--- config.mk ---
export PLATFORM = sky130hd
export DESIGN_NAME = fetch_pc_unit
export DESIGN_NICKNAME = d
export VERILOG_FILES = /design/src/rtl/fetch_pc_unit.sv
export SDC_FILE = /design/constraint.sdc
export NUM_CORES = 1
export LEC_CHECK = 0
export ABC_AREA = 1
export CAP_MARGIN = 25
export CORE_MARGIN = 2
export CORE_UTILIZATION = 40
export CTS_CLUSTER_SIZE = 8
export DETAILED_ROUTE_END_ITERATION = 7
export SLEW_MARGIN = 20
export SYNTH_ARGS = -nofsm -noshare
export SYNTH_HDL_FRONTEND = slang
export SYNTH_SLANG_ARGS = --single-unit
--- constraint.sdc ---
create_clock -name Clk -period 1.93 [get_ports Clk]
set_input_delay 0.386 -clock Clk [delete_from_list [all_inputs] [get_ports Clk]]
set_output_delay 0.386 -clock Clk [all_outputs]
set_load 0.005 [all_outputs]
--- src/rtl/fetch_pc_unit.sv ---
// Program-counter / fetch-control stage: IDLE/RUN/DONE run handshake, branch
// target selection, stall/halt handling and a saturating retired-instruction count.
module fetch_pc_unit #(
  parameter int PW = 10,
  parameter int W  = 8,
  parameter int CW = 16
) (
  input  logic          Clk,
  input  logic          Reset,
  input  logic          Start,
  input  logic          Halt,
  input  logic          BranchEn,
  input  logic          BranchCond,
  input  logic          JumpAbs,
  input  logic [W-1:0]  JumpReg,
  input  logic          Stall,
  output logic [PW-1:0] PC,
  output logic          Running,
  output logic          Done,
  output logic          Taken,
  output logic [CW-1:0] InstrCount
);

  typedef enum logic [1:0] {
    S_IDLE,
    S_RUN,
    S_DONE
  } state_t;

  state_t        r_state, w_state_nx;
  logic          r_armed, w_armed_nx;
  logic [PW-1:0] r_pc, w_pc_nx;
  logic          r_taken, w_taken_nx;
  logic [CW-1:0] r_cnt, w_cnt_nx;
  logic [CW-1:0] w_cnt_inc;
  logic [PW-1:0] w_target;

  // Relative offsets are sign-extended; PC arithmetic wraps modulo 2^PW.
  assign w_target  = JumpAbs ? PW'(JumpReg) : r_pc + PW'($signed(JumpReg));
  assign w_cnt_inc = (r_cnt == '1) ? r_cnt : r_cnt + CW'(1);

  always_ff @(posedge Clk) begin
    if (Reset) begin
      r_state <= S_IDLE;
      r_armed <= 1'b0;
      r_pc    <= '0;
      r_taken <= 1'b0;
      r_cnt   <= '0;
    end else begin
      r_state <= w_state_nx;
      r_armed <= w_armed_nx;
      r_pc    <= w_pc_nx;
      r_taken <= w_taken_nx;
      r_cnt   <= w_cnt_nx;
    end
  end

  always_comb begin
    w_state_nx = r_state;
    w_armed_nx = r_armed;
    w_pc_nx    = r_pc;
    w_taken_nx = 1'b0;
    w_cnt_nx   = r_cnt;
    unique case (r_state)
      S_IDLE: begin
        w_pc_nx = '0;
        if (Start) begin
          w_armed_nx = 1'b1;
          w_cnt_nx   = '0;
        end else if (r_armed) begin
          w_state_nx = S_RUN;
          w_armed_nx = 1'b0;
        end
      end
      S_RUN: begin
        if (Start) begin
          w_state_nx = S_IDLE;
          w_pc_nx    = '0;
          w_cnt_nx   = '0;
          w_armed_nx = 1'b1;
        end else if (Stall) begin
          w_taken_nx = 1'b0;
        end else if (Halt) begin
          w_state_nx = S_DONE;
          w_cnt_nx   = w_cnt_inc;
        end else if (BranchEn && BranchCond) begin
          w_pc_nx    = w_target;
          w_taken_nx = 1'b1;
          w_cnt_nx   = w_cnt_inc;
        end else begin
          w_pc_nx  = r_pc + PW'(1);
          w_cnt_nx = w_cnt_inc;
        end
      end
      S_DONE: begin
        if (Start) begin
          w_state_nx = S_IDLE;
          w_pc_nx    = '0;
          w_cnt_nx   = '0;
          w_armed_nx = 1'b1;
        end
      end
      default: begin
        w_state_nx = S_IDLE;
        w_pc_nx    = '0;
      end
    endcase
  end

  assign PC         = r_pc;
  assign Taken      = r_taken;
  assign InstrCount = r_cnt;
  assign Running    = (r_state == S_RUN);
  assign Done       = (r_state == S_DONE);

endmodule
# [Yosys cells after proc, flatten, opt, wreduce, memory -nomap -nowiden]
# Cells that the tools add are included.
[totals] reg_bits=30 input_bits=16 out_inout_bits=29 elab_cells=55
[op_classes] n_addsub=3 eq_ne=12 mux=23 n_bitwise=1 n_reduce_logical=11
[ops] operator="2-to-1 mux 16 bit" n=4
[ops] operator="2-to-1 mux 10 bit" n=6
[ops] operator="one-hot mux 16 bit (2 select lines)" n=1
[ops] operator="one-hot mux 10 bit (2 select lines)" n=1
[ops] operator="adder 16 x 1 -> 16 bit (second input constant)" n=1
[ops] operator="equality test 16 bit (second input constant)" n=1
[ops] operator="2-to-1 mux 2 bit" n=6
[ops] operator="inequality test 3 bit (second input constant)" n=4
[ops] operator="adder 10 x 1 -> 10 bit (second input constant)" n=1
[ops] operator="adder 10 bit" n=1
[ops] operator="inequality test 2 bit (second input constant)" n=3
[ops] operator="one-hot mux 2 bit (3 select lines)" n=1
[ops] operator="AND reduction 5 bit" n=1
[ops] operator="OR reduction 5 bit" n=1
[ops] operator="inequality test 2 x 1 -> 1 bit (second input constant)" n=2
[ops] operator="AND reduction 4 bit" n=1
[ops] operator="nonzero test 2 bit" n=2
[ops] operator="OR reduction 2 bit" n=2
[ops] operator="2-to-1 mux 1 bit" n=3
[ops] operator="AND reduction 3 bit" n=1
[ops] operator="equality test 2 x 1 -> 1 bit (second input constant)" n=1
[ops] operator="equality test 2 bit (second input constant)" n=1
[ops] operator="zero test 2 bit" n=1
[ops] operator="one-hot mux 1 bit (2 select lines)" n=1
[ops] operator="3 further kinds" n=3

# [Longest topological paths before layout]
[logic_depth] ltp_word=7 mapped_depth=12 depth_no_buf=12

# [Worst setup path after synthesis]
# Ideal clock, no wire load.
[synth_path] kind="flip-flop to flip-flop" start="register r_pc[0], in the netlist PC[0]" end="register r_pc[6], in the netlist PC[6]" setup_time_ps=132 t_arrival_ps=1660 required_ps=1798 slack_ps=137 path_stages_with_launch=13 path_buffers=0 period_less_slack_ps=1793 cell_sequence="dfxtp_1 > ha_1 > inv_1 > fa_1 > nand3b_1 > nand2_1 > nand3_1 > nand2_1 > nand2_1 > nand3_1 > nand2_1 > nand2_1 > a21oi_1"
[synth_between] elab_chain_len=7 word_cells_on_any_way=8 classes_between="add/sub (2); mux (6)"
[synth_rtl] item="from (decl)" line="32" source="logic [PW-1:0] r_pc, w_pc_nx;"
[synth_rtl] item="from (signal assigned)" line="52" source="r_pc <= w_pc_nx;"
[synth_rtl] item="adder 10 bit" line="39" source="assign w_target = JumpAbs ? PW'(JumpReg) : r_pc + PW'($signed(JumpReg));"
[synth_rtl] item="2-to-1 mux 10 bit" line="39"
[synth_rtl] item="2-to-1 mux 10 bit *" line="86" source="end else if (BranchEn && BranchCond) begin"
[synth_rtl] item="2-to-1 mux 10 bit *" line="83" source="end else if (Halt) begin"
[synth_rtl] item="2-to-1 mux 10 bit *" line="81" source="end else if (Stall) begin"
[synth_rtl] item="2-to-1 mux 10 bit *" line="76" source="if (Start) begin"
[synth_rtl] item="one-hot mux 10 bit (2 select lines) *" line="64" source="unique case (r_state)"
# Every way passes the cells marked *; elsewhere a longest branch is shown, timed or not. The select of a mux whose other input is x is not followed.
# A chain may end at the register's enable or synchronous reset.

# [Final worst setup path]
[layout_path] start="input JumpReg[2]" end="register r_pc[3], in the netlist PC[3]"
[layout_between] elab_chain_len=7
[layout_rtl] item="from (decl)" line="15" source="input logic [W-1:0] JumpReg,"
[layout_rtl] item="adder 10 bit" line="39"
[layout_rtl] item="2-to-1 mux 10 bit" line="39"
[layout_rtl] item="2-to-1 mux 10 bit" line="86"
[layout_rtl] item="2-to-1 mux 10 bit" line="83"
[layout_rtl] item="2-to-1 mux 10 bit" line="81"
[layout_rtl] item="2-to-1 mux 10 bit" line="76"
[layout_rtl] item="one-hot mux 10 bit (2 select lines)" line="64"
# Every way passes these cells. The select of a mux whose other input is x is not followed.

==> results.yml <==
pwr:
  p_leak_nw: 1.51
  power_w: 0.00187
  power_density_nw_per_um2: 545
  ir_drop_mv: 0.327
synthesis:
  synth-edff-count: 0
  yosysTopAreaCell: "dfxtp_1"
  synth_seq_cells: 30
  syn_nets: 429
  synth_most_common_cell: "nand2_1"
  ys.flop_type: "dfxtp_1"
  synth_top_cell_area_share: 0.244
  ys_seq_area_frac: 0.244
  avgSynthCellArea_um2: 6.18
  yosysUniqueCellTypes: 34
  async_flop_share: 0
  postSynthCellCount: 398
  synth_common_cells: "nand2_1 (110), inv_1 (48), nand3_1 (39), nor2_1 (39), a21oi_1 (36)"
  syn_area_um2: 2460
  post_synth_main_area_contributors: "dfxtp_1 (24%), nand2_1 (17%), nand3_1 (7.9%)"
  ys_warn_count: 0
hold_path:
  hold_end: "r_armed"
  hp-class: "reg -> reg"
  min_path_cells: 2
  min_from: "r_armed"
setup_path:
  regToRegSetupSlack_ps: 150
  cpMaxStageDelayCell: "clkdlybuf4s50_1"
  r2r-start: "PC[0]"
  crit_arrival_ps: 2090
  critPathTopFamily: "simple AND/OR/NAND/NOR gates"
  cp_data_required_time_ps: 2150
  start_kind: "input pin"
  critPathCaptureType: "flop"
  crit_chain: "clkdlybuf4s50_1 > ha_1 > or2_2 > and2_1 > xnor2_1 > o21ai_0 > nand3_1 > a21oi_1"
  r2r-end: "PC[6]"
  ff2ff_path_depth: 11
  path_class: "in -> reg"
  critPathMaxStageDelay_ps: 490
  cp_num_buf_inv: 1
  critPathMaxFanout: 2
floorplanning:
  dieWidth_um: 82.4
  dieArea_um2: 6800
  start_util: 0.416
  die_h_um: 82.4
  core_region_area_um2: 5920
  io_pins: 45
  fp-row-count: 28
timing:
  min_period_ps: 1870
  fin_ws_ps: 64.4
  setup-tns-final_ps: 0
  post-route-period-util: 0.967
  max_freq_mhz: 536
  finalHoldViolCount: 0
  rsz0062_at_grt: "yes"
  fin_skew_ps: 8.62
  worst_pin_slew_ps: 371
  drv_slew: 0
  setup-violations-final: 0
  relSlewSlack: 0.751
global_route:
  antenna_found_initial: 0
  track_usage: 0.212
  first_global_vias: 2541
  grt_pass1_wl_um: 11200
  gr-total-overflow: 0
  grt_max_degree: 16
detailed_routing:
  routed_wl_um: 6840
  drt_iter0_drc: 139
  post_drt_via_cell_ratio: 4.91
  drtPass1Iterations: 4
  detail-route-antenna-nets: 0
  wire_per_inst_um: 12.2
  remaining_drc_errors: 0
  vias: 2752
placement:
  post-place-ws_ps: -458
  port_buffers: 44
  dp_hpwl_um: 5320
  placed_cell_area_um2: 3270
  gp_congestion: 0.891
  dp.cells: 552
clock_network:
  h-tree-depth: 2
  cts_made_buffers: 5
  clockRootBuffer: "clkbuf_8"
  cts_buffer_depth: 2
  cts_tree: "done"
  cts_hold_buf: 0
  clock_latency_ps: 280
  cts_sinks: 30
  clk_pin_slew_ps: 70
finish:
  drive_gt1_frac: 0.179
  diodes: 0
  fin_nets: 516
  stdcell_count: 561
  area_growth_pct: 39.5
  fin_area_um2: 3430
outcome:
  status: "finished, final reports clean"
job:
  max-cap-violations: 0
flip-flops by register name, indices dropped and copies added (netlist names):
| signal | count |
|---|---|
| InstrCount | 16 |
| PC | 10 |
| r_state | 2 |
| Taken | 1 |
| r_armed | 1 |
power breakdown:
part / switching, W / internal (W) / total [W]
combinational: 0.000337 / 0.000272 / 0.000609
sequential: 0.0000134 / 0.000641 / 0.000655
clock: 0.000247 / 0.000360 / 0.000607
total: 0.000597 / 0.00127 / 0.00187
metal layers:
metal | global-route usage | part of all wire | vias up
li1 | - | - | 1473
met1 | 0.260 | 0.45 | 1226
met2 | 0.390 | 0.50 | 49
met3 | 0.0196 | 0.034 | 4
met4 | 0.0600 | 0.0070 | 0
met5 | 0 | 0 | -
cells in the final DEF, fill, tap and decap left out, drive strengths merged, types with 2 or more instances in the layout:
cell	count
buf	45
nand4	7
o21ai	14
nand3b	5
nor3b	2
or2	5
nand2	111
nand3	40
ha	14
inv	51
nor3	10
a21oi	44
nor2	43
clkbuf	8
xnor2	2
dfxtp	30
clkdlybuf4s50	42
xor2	4
how the worst max path moves through the flow:
stage	from	to	slack [ps]	cells past startpoint
global route	JumpReg[1]	PC[5]	-30	13
CTS	JumpReg[2]	PC[7]	30	11
global placement	JumpReg[0]	PC[6]	-390	13
finish	JumpReg[2]	PC[3]	60	8
detailed placement	JumpReg[0]	PC[6]	-460	12
floorplan	PC[0]	PC[6]	140	12
cells by family after synthesis:
logic type      after synthesis  synth area share
xor+xnor                      6            0.0214
flops                        30             0.244
buf+inv                      60             0.100
compound gates               62             0.143
fa+ha+maj                    15            0.0793
simple gates                225             0.412
per-stage QoR:
step	hold slack, ps	utilization
after global placement	463	0.552
after floorplan	451	-
after detailed placement	474	0.552
after global routing	514	0.580
after CTS	484	0.572
final	476	0.580
worst register-to-register path: cells and delay by family (launching register included):
| family | cells | cell delay, ps |
|---|---|---|
| adders and majority gates | 2 | 560 |
| and+or+nand+nor | 7 | 640 |
| buffers and inverters | 1 | 60 |
| AOI/OAI and AO/OA | 1 | 100 |
| DFF | 1 | 340 |
layout make-up:
class | count | area [um2]
clock buffers | 8 | 110
fillers | 601 | 2490
inverters | 51 | 191
multi-input cells | 308 | 1660
flip-flops and latches | 30 | 602
well taps | 75 | 93.8
repair buffers | 89 | 779
timing repair:
action | CTS | global route
gates resized for setup | 4 | 8
setup endpoints to repair | 4 | 11
pin swaps | 1 | 4
setup buffers | 0 | 1
No activity file was read; power rests on OpenSTA's default activity.
